## src/rtl/counter_arbiter.sv

```systemverilog
// counter_arbiter
//   Round-robin arbiter that shares a dual-channel event counter between N
//   requesters. The current owner drives the counter's En/Slt pins and gets
//   one increment per cycle while it holds Req. When other requesters are
//   waiting, a burst limit moves the grant on after BURST increments.
//
// Ports
//   Clk      in   1   clock, all state updates on posedge
//   Reset_n  in   1   asynchronous active-low reset
//   Req      in   N   Req[i]=1: requester i wants one increment per cycle
//   ReqSlt   in   N   channel select of requester i (0=channel 0, 1=channel 1)
//   Grant    out  N   registered one-hot owner, all-zero when idle
//   Owner    out  W   registered index of the current owner (0 when idle)
//   Busy     out  1   registered, 1 while a requester owns the counter
//   En       out  1   counter enable: Busy & Req[Owner]
//   Slt      out  1   counter channel select: ReqSlt[Owner] when En=1, else 0
module counter_arbiter #(
    parameter int N     = 4,
    parameter int BURST = 4
) (
    input  logic                 Clk,
    input  logic                 Reset_n,
    input  logic [N-1:0]         Req,
    input  logic [N-1:0]         ReqSlt,
    output logic [N-1:0]         Grant,
    output logic [$clog2(N)-1:0] Owner,
    output logic                 Busy,
    output logic                 En,
    output logic                 Slt
);

    localparam int W  = $clog2(N);
    localparam int CW = $clog2(BURST + 1);

    localparam logic [0:0] IDLE = 1'b0;
    localparam logic [0:0] OWN  = 1'b1;

    logic [0:0]    state, state_d;
    logic [W-1:0]  owner_d;
    logic [W-1:0]  last, last_d;
    logic [CW-1:0] burst_cnt, burst_d;
    logic [N-1:0]  grant_d;

    // Scan base+1, base+2, ... (mod N) for the first active request,
    // optionally skipping one index. Returns {found, index}.
    function automatic logic [W:0] pick(
        input logic [N-1:0] req,
        input logic [W-1:0] base,
        input logic         excl_en,
        input logic [W-1:0] excl
    );
        logic         found;
        logic [W-1:0] sel;
        logic [W-1:0] p;
        int unsigned  pos;
        found = 1'b0;
        sel   = '0;
        for (int unsigned k = 1; k <= N; k++) begin
            pos = (32'(base) + k) % N;
            p   = W'(pos);
            if (!found && req[p] && !(excl_en && (p == excl))) begin
                found = 1'b1;
                sel   = p;
            end
        end
        return {found, sel};
    endfunction

    logic [W:0] pick_idle;
    logic [W:0] pick_next;
    logic       others;

    always_comb begin
        pick_idle = pick(Req, last, 1'b0, '0);
        // Scanning from the owner is the same as scanning from the updated
        // last pointer, since every hand-over also sets last to the owner.
        pick_next = pick(Req, Owner, 1'b1, Owner);
        others    = |(Req & ~Grant);
    end

    always_comb begin
        state_d = state;
        owner_d = Owner;
        last_d  = last;
        burst_d = burst_cnt;
        case (state)
            IDLE: begin
                if (pick_idle[W]) begin
                    state_d = OWN;
                    owner_d = pick_idle[W-1:0];
                    burst_d = '0;
                end
            end
            default: begin
                if (!Req[Owner]) begin
                    last_d  = Owner;
                    burst_d = '0;
                    if (others) begin
                        owner_d = pick_next[W-1:0];
                    end else begin
                        state_d = IDLE;
                        owner_d = '0;
                    end
                end else if ((burst_cnt == CW'(BURST - 1)) && others) begin
                    last_d  = Owner;
                    owner_d = pick_next[W-1:0];
                    burst_d = '0;
                end else if (burst_cnt != CW'(BURST - 1)) begin
                    burst_d = burst_cnt + CW'(1);
                end
            end
        endcase
        grant_d = '0;
        if (state_d == OWN) begin
            grant_d[owner_d] = 1'b1;
        end
    end

    always_ff @(posedge Clk or negedge Reset_n) begin
        if (!Reset_n) begin
            state     <= IDLE;
            Owner     <= '0;
            last      <= W'(N - 1);
            burst_cnt <= '0;
            Grant     <= '0;
            Busy      <= 1'b0;
        end else begin
            state     <= state_d;
            Owner     <= owner_d;
            last      <= last_d;
            burst_cnt <= burst_d;
            Grant     <= grant_d;
            Busy      <= (state_d == OWN);
        end
    end

    always_comb begin
        En  = Busy & Req[Owner];
        Slt = En & ReqSlt[Owner];
    end

endmodule

```

## config.mk

```make
export PLATFORM = sky130hd
export DESIGN_NAME = counter_arbiter
export DESIGN_NICKNAME = d
export VERILOG_FILES = /design/src/rtl/counter_arbiter.sv
export SDC_FILE = /design/constraint.sdc
export NUM_CORES = 1
export LEC_CHECK = 0
export ABC_AREA = 0
export BUFFER_PORTS_ARGS = -buffer_cell sky130_fd_sc_hd__clkbuf_2
export CAP_MARGIN = 20
export CELL_PAD_IN_SITES_DETAIL_PLACEMENT = 1
export CELL_PAD_IN_SITES_GLOBAL_PLACEMENT = 1
export CORE_ASPECT_RATIO = 0.75
export CORE_MARGIN = 3
export CORE_UTILIZATION = 41
export CTS_CLUSTER_DIAMETER = 100
export DETAILED_ROUTE_END_ITERATION = 10
export PLACE_DENSITY_LB_ADDON = 0.1
export SLEW_MARGIN = 20
export SYNTH_ARGS = -nofsm -noshare
export SYNTH_HDL_FRONTEND = slang
export SYNTH_SLANG_ARGS = --single-unit
```

## constraint.sdc

```tcl
create_clock -name Clk -period 3.1 [get_ports Clk]
set_input_delay 0 -clock Clk [delete_from_list [all_inputs] [get_ports Clk]]
set_output_delay 0 -clock Clk [all_outputs]
set_load 0.05 [all_outputs]
```

==> results by group, run 1 <==
Setup path
  – CP Data Required Time: 3.28 ns
  – Flop-to-flop setup slack: 0.97 ns
  – Crit-path slowest cell: mux4_2
  – Crit path arrival time: about 2.3 ns
  – CP cell instances: mux4_2 -> a22o_1 -> a31oi_1 -> and4bb_1
  – Endpoint class of the critical path: flip-flop
  – Max incr delay on CP: approximately 0.64 ns
  – CP Launch Type: flip-flop
  – R2R depth: 4
  – Worst Path Class, Setup: reg2reg
  – Worst Path Max Fanout: 11

Pwr
  – Static leakage: 0.491 nW
  – Cell Pwr Density: between 1000 and 1500 nW/um^2
  – Peak VDD IR: about 400 uV

Cells and area
  – Reg area: around 300 um^2
  – Final cell count without fillers: around 150
  – Area of the multi-input gates: 582 um^2
  – Layout area overhead: 12.5%
  – Commonest non-fill, non-tap cell in the layout: clkbuf_2
  – Layout cell share with drive strength beyond 1: 24.0%
  – Filler Cells Inserted: between 200 and 300
  – Commonest non-fill, non-tap cells in the layout: 18 x clkbuf_2, 10 x dfrtp_1, 10 x nor2_1
  – N_diodes: 0
  – Post-layout nets: around 130
  – Final Util: between 50 and 60%

Die
  – Row Count: 14
  – Die height: 47.7 um
  – Die Wd: between 60 and 70 um
  – I/O pin count: 19
  – Die area: 2940 um^2
  – Core area: ~2100 um^2
  – Starting Density: 45.2%

Logic synthesis
  – Post-Synth Adder-Cell Area: under 10%
  – Top cell type's share of synthesized area: 26.3%
  – Post-synth top area cell: dfrtp_1
  – Yosys reg bits: 12
  – Top_reg_cell synth: dfrtp_1
  – Mapped Cells: ~110
  – Yosys warnings: 0
  – Asr flop ratio synth: 100%
  – Synth Net Count: between 100 and 150
  – Unique masters post-synth: 45
  – Main combinational cell family by area after synthesis: simple AND/OR/NAND/NOR gates
  – Sequential cell area fraction in the yosys report: 31.8%
  – Mux contribution to synthesized area: under 10%
  – Post-Syn Area per Cell: approximately 8.9 um^2
  – Post-synth EDFFs: 0
  – Post-Syn Area: 951 um^2
  – Post-Synth Simple-Gate Area: between 20% and 30%
  – Synth area leaders: dfrtp_1 26%, dfstp_2 5.5%, mux4_2 4.7%
  – Compound-gate portion of the synthesized area: 23.0%
  – Post-synthesis xor/xnor area fraction: less than 1%

Route
  – Post-route antenna net violation count: 0
  – # DRC: 0
  – First-pass detailed-route iteration total: 4
  – Routed wirelength normalized by instance count: roughly 18 um
  – 1st-iter DRT viols: 45
  – Avg Vias per Cell: slightly above 6
  – Routed vias: about 900
  – Routed wire length: between 2000 and 3000 um

Global routing
  – First-pass GRT wire length: ~4400 um
  – All-layer global routing usage: about a fifth
  – Initial antenna violation count: 0
  – Aggregate global routing overflow: 0
  – Largest net degree at the start of global routing: 15
  – Vias in the first global route: 890

Clocking
  – CTS tree: done
  – Cts repair resizes: 0
  – Clk sinks: 12
  – Clk slew on worst S/H paths: 0.09 ns
  – Post-CTS Setup Bufs: 0
  – CTS Hold Bufs: 1
  – H-Tree Depth: 1
  – Worst skew pair latency: just under 0.3 ns
  – CTS buffer count: 3
  – Clock tree buffer depth: 2
  – CTS root buf: clkbuf_4

Timing
  – F_max: between 0.4 and 0.5 GHz
  – Final hold violation count: 0
  – Fin crit share: around 70%
  – RSZ-0062 raised after global routing: false
  – Worst slew margin: roughly 43%
  – Max Slew Vio Count: 0
  – Actual slew at the worst max-slew pin: between 0.8 and 0.9 ns
  – Final setup viols: 0
  – Worst Skew: roughly 0.0037 ns
  – Total negative slack: 0 ns
  – Crit path time final: 2.13 ns

Placed design
  – Placed Instances: 140
  – Hpwl dp: between 1500 and 2000 um
  – Gpl congestion: 0.763
  – Port Buffers: 18

Outcome
  – Status: complete, no violations

Flow run
  – # Max-Cap Violations: 0

Worst hold path
  – HP Class: in2async
state kept, by name, indices dropped and copies added (netlist names):
register and cells:
Owner 2, last 2, state 1, Grant 4, burst_cnt 3
synthesized netlist by cell type, types with 2 or more instances:
library cell  count
dfrtp_1          10
nor2_1           10
nand2_1           7
a21oi_1           6
nor2b_1           6
buf_2             5
inv_1             4
clkbuf_1          3
nand2b_1          3
nand3b_1          3
nor4_1            3
o21ai_0           3
a211o_1           2
a31oi_1           2
and3_1            2
and3b_1           2
dfstp_2           2
mux2_1            2
mux2i_1           2
mux4_2            2
nor3_1            2
o22ai_1           2
o31ai_1           2
stage by stage:
| step | instance area (um^2) | hold WS [ns] | total power [W] | worst slack (ns) |
|---|---|---|---|---|
| after floorplan | 951 | -0.296 | 0.000882 | 0.888 |
| after global routing | 1070 | 0.155 | 0.00124 | 0.833 |
| after detailed placement | 1020 | -0.0979 | 0.00102 | 1.03 |
| final | 1070 | 0.137 | 0.00116 | 0.972 |
| after global placement | 1020 | -0.100 | 0.000997 | 1.13 |
| after CTS | 1070 | 0.149 | 0.00116 | 0.952 |
critical path: cells and delay by family (launching register included):
kind	cells	cell delay [ns]
compound gates	2	0.50
flops	1	0.63
mux	1	0.64
simple gates	1	0.25
routing by layer:
metal | track usage, % | vias to the layer above | share of wire [%]
met5 | 0 | - | 0
met4 | 5.93 | 0 | 1.0
met3 | 5.66 | 4 | 4.3
met2 | 32.2 | 26 | 47
met1 | 29.4 | 446 | 48
li1 | - | 426 | -
kinds of logic (layout without fill, tap and decap cells):
family	Yosys count	after routing
AO/OA/AOI/OAI	29	29
flip-flops	12	12
buffers and inverters	14	28
multiplexers	6	6
XOR/XNOR	1	1
AND/OR/NAND/NOR	44	44
adder cells (fa/ha/maj)	1	1
path summary, 6_finish.rpt:
kind | from | end
worst max-delay path | Owner[0]$_DFF_PN0_ | Grant[2]$_DFF_PN0_
worst min-delay path | Reset_n | burst_cnt[1]$_DFFE_PN0P_
worst max register to register | Owner[0]$_DFF_PN0_ | Grant[2]$_DFF_PN0_
worst min register to register | burst_cnt[0]$_DFFE_PN0P_ | burst_cnt[0]$_DFFE_PN0P_
max in group asynchronous | Reset_n | last[0]$_DFFE_PN1P_
min in group Clk | Req[3] | state$_DFF_PN0_
final cells by class:
class | instances | share of cell area [%]
sequential | 12 | 28.3
timing repair buffer | 19 | 9.36
clock buffer | 4 | 3.39
multi-input combinational | 81 | 54.4
tap | 24 | 2.81
inverter | 5 | 1.75
where the power goes:
group	switching, W	internal, W
sequential	0.000115	0.000231
combinational	0.000425	0.000252
clock	0.0000623	0.0000716
No activity file was read; power rests on OpenSTA's default activity.
==> run 2: changes to the inputs <==
Settings changed: ABC_AREA 0 to 1, CORE_UTILIZATION 41 to 34.
Clock period 3.1 ns to 1.9 ns, I/O delays scaled along.
==> run 2 against run 1 <==
  * Die area grew 31%
  * Sequential share of layout area shrank 5.6 points
  * Highest routed layer unchanged
  * Largest cell class unchanged
  * Worst hold slack gained 0.070 ns
  * Cell count grew 65%
  * Clock skew shrank 0.0019 ns
==> results by group, run 2 <==
Outcome
  – Status: complete, no violations

Setup path
  – Crit path capture: Grant[0]$_DFF_PN0_
  – RR Endpoint: Grant[0]$_DFF_PN0_
  – Endpoint class of the critical path: flip-flop
  – R2R depth: 12
  – Worst Path Max Fanout: 7
  – Crit path from: last[0]$_DFFE_PN1P_
  – Worst Path Class, Setup: reg2reg
  – CP Launch Type: flip-flop
  – RR Startpoint: last[0]$_DFFE_PN1P_
  – Crit path arrival time: 1.95 ns
  – CP Data Required Time: 2.07 ns
  – Flop-to-flop setup slack: around 0.12 ns

Cells and area
  – N_diodes: 0
  – Commonest non-fill, non-tap cells in the layout: 77 x nand2_1, 16 x clkbuf_2, 15 x nand3_1
  – Top Registers: Grant: 4 flops, burst_cnt: 3 flops
  – Fin area: roughly 1300 um^2
  – Largest register by flop count: Grant
  – Layout cell share with drive strength beyond 1: around 33%
  – Commonest non-fill, non-tap cell in the layout: nand2_1
  – Post-layout nets: 215
  – Layout area overhead: 25.5%
  – Filler Cells Inserted: ~400
  – Max reg flops: 4

Die
  – I/O pin count: 19
  – Die height: 54.6 um
  – Row Count: 16
  – Starting Density: a little under two fifths
  – Die area: roughly 3900 um^2
  – Core area: 2800 um^2
  – Die Wd: 70.8 um

Placed design
  – DP Area: between 1000 and 1500 um^2
  – Dpl ws: around 0.017 ns
  – Port Buffers: 18
  – Hpwl dp: about 2700 um
  – Gpl congestion: 0.822

Logic synthesis
  – Post-Syn Area: ~1100 um^2
  – Most common cell in the netlist: nand2_1
  – Synth Net Count: 185
  – Mapped Cells: about 170
  – Yosys reg bits: 12
  – Yosys warnings: 0
  – Unique masters post-synth: 25
  – Top_reg_cell synth: dfrtp_1
  – Post-Syn Area per Cell: slightly above 6 um^2
  – Top cell type's share of synthesized area: about 29%
  – Asr flop ratio synth: 100%
  – Sequential cell area fraction in the yosys report: 28.3%
  – Synth area leaders: nand2_1 29%, dfrtp_1 23%, nand3_1 7.0%
  – Post-synth top area cell: nand2_1
  – Post-synth EDFFs: 0
  – Post-synth top cells: 82 x nand2_1, 15 x nand3_1, 13 x inv_1

Timing
  – RSZ-0062 raised after global routing: true
  – Final hold violation count: 0
  – F_max: between 0.5 and 0.6 GHz
  – Actual slew at the worst max-slew pin: 0.430 ns
  – Fin crit share: 93.8%
  – Setup ws final: ~0.12 ns
  – Crit path time final: around 1.8 ns
  – Max Slew Vio Count: 0
  – WHS: between 0.2 and 0.25 ns
  – Final setup viols: 0
  – Worst Skew: between 0.0015 and 0.002 ns
  – Worst slew margin: a little under three quarters

Global routing
  – First-pass GRT wire length: around 5600 um
  – Vias in the first global route: around 1200
  – Initial antenna violation count: 0
  – Largest net degree at the start of global routing: 13
  – Aggregate global routing overflow: 0
  – All-layer global routing usage: 19.3%

Clocking
  – Clk slew on worst S/H paths: ~0.050 ns
  – Clk sinks: 12
  – CTS buffer count: 3
  – H-Tree Depth: 1
  – Clock tree buffer depth: 2
  – CTS root buf: clkbuf_8
  – Worst skew pair latency: between 0.2 and 0.25 ns
  – CTS tree: done

Route
  – Routed wirelength normalized by instance count: around 15 um
  – Post-route antenna net violation count: 0
  – Routed wire length: between 3000 and 4000 um
  – # DRC: 0
  – First-pass detailed-route iteration total: 4
  – Avg Vias per Cell: slightly above 5
  – 1st-iter DRT viols: 40
  – Routed vias: around 1200

Flow run
  – # Max-Cap Violations: 0

Worst hold path
  – HP Class: in2async
run 2: changes by cell type after synthesis, sizes merged, moves of 4 or more:
cell   previous run  this run
o21ai             3        10
nand2             7        93
nand3             0        17
nand4             0         4
a21oi             6         1
nor2b             6         0
inv               5        18
run 2: how the worst min path moves through the flow:
stage / to / cells past startpoint / slack [ns] / startpoint
floorplan: Grant[0]$_DFF_PN0_ / 0 / -0.30 / Reset_n
global placement: burst_cnt[0]$_DFFE_PN0P_ / 1 / -0.10 / Reset_n
detailed placement: burst_cnt[0]$_DFFE_PN0P_ / 1 / -0.09 / Reset_n
CTS: burst_cnt[0]$_DFFE_PN0P_ / 2 / 0.19 / Reset_n
global route: burst_cnt[1]$_DFFE_PN0P_ / 2 / 0.21 / Reset_n
finish: burst_cnt[0]$_DFFE_PN0P_ / 2 / 0.21 / Reset_n
run 2: final cells by class:
type / instances / area [um^2] / share of cell area (%)
Clock buffer: 4 / 55.1 / 4.10
Inverter: 18 / 70.1 / 5.22
Multi-Input combinational cell: 141 / 697 / 51.9
Sequential cell: 12 / 305 / 22.7
Tap cell: 36 / 45.0 / 3.36
Timing Repair Buffer: 28 / 170 / 12.7
run 2: cells by family (layout without fill, tap and decap cells):
| family | after synthesis | count (layout) | synth area share [%] |
|---|---|---|---|
| AO/OA/AOI/OAI | 14 | 14 | 8.19 |
| adder cells (fa/ha/maj) | 1 | 1 | 1.17 |
| buffers and inverters | 21 | 50 | 8.07 |
| flip-flops | 12 | 12 | 28.3 |
| AND/OR/NAND/NOR | 126 | 126 | 54.3 |
run 2: metal layers:
| metal | vias up | part of all wire, % | GRT usage (%) |
|---|---|---|---|
| li1 | 613 | - | - |
| met1 | 571 | 49 | 26.5 |
| met5 | - | 0 | 0 |
| met2 | 29 | 46 | 30.6 |
| met3 | 2 | 4.9 | 4.22 |
| met4 | 0 | 0.23 | 5.94 |
run 2: through the flow:
stage	TNS, ns	cells	utilization [%]
4_1_cts	0	232	45.3
3_3_place_gp	0	227	42.9
3_5_place_dp	0	227	42.9
2_1_floorplan	-0.0780	174	-
6_report	0	239	47.9
5_1_grt	-0.155	239	47.9
run 2: worst max-delay path, cell delays in order, from the launching register on:
cell	delay (ns)
dfstp_2	0.58
inv_2	0.10
nand2_1	0.09
nand2_1	0.08
nand2_2	0.09
nand2_1	0.08
nor2_4	0.14
nand3_4	0.10
inv_2	0.08
nand2_2	0.05
nand3_1	0.10
nand2_2	0.09
nor2_1	0.12
run 2: repair_timing:
action	4_1_cts	5_1_grt
pin swaps	0	1
setup endpoints to repair	3	9
hold endpoints to repair	12	0
resized for setup	1	10
setup buffers	0	7
hold buffers	1	0
Power of run 2 is not shown: default switching activity piles up to over one toggle a cycle in this logic, so the estimate is an artifact.
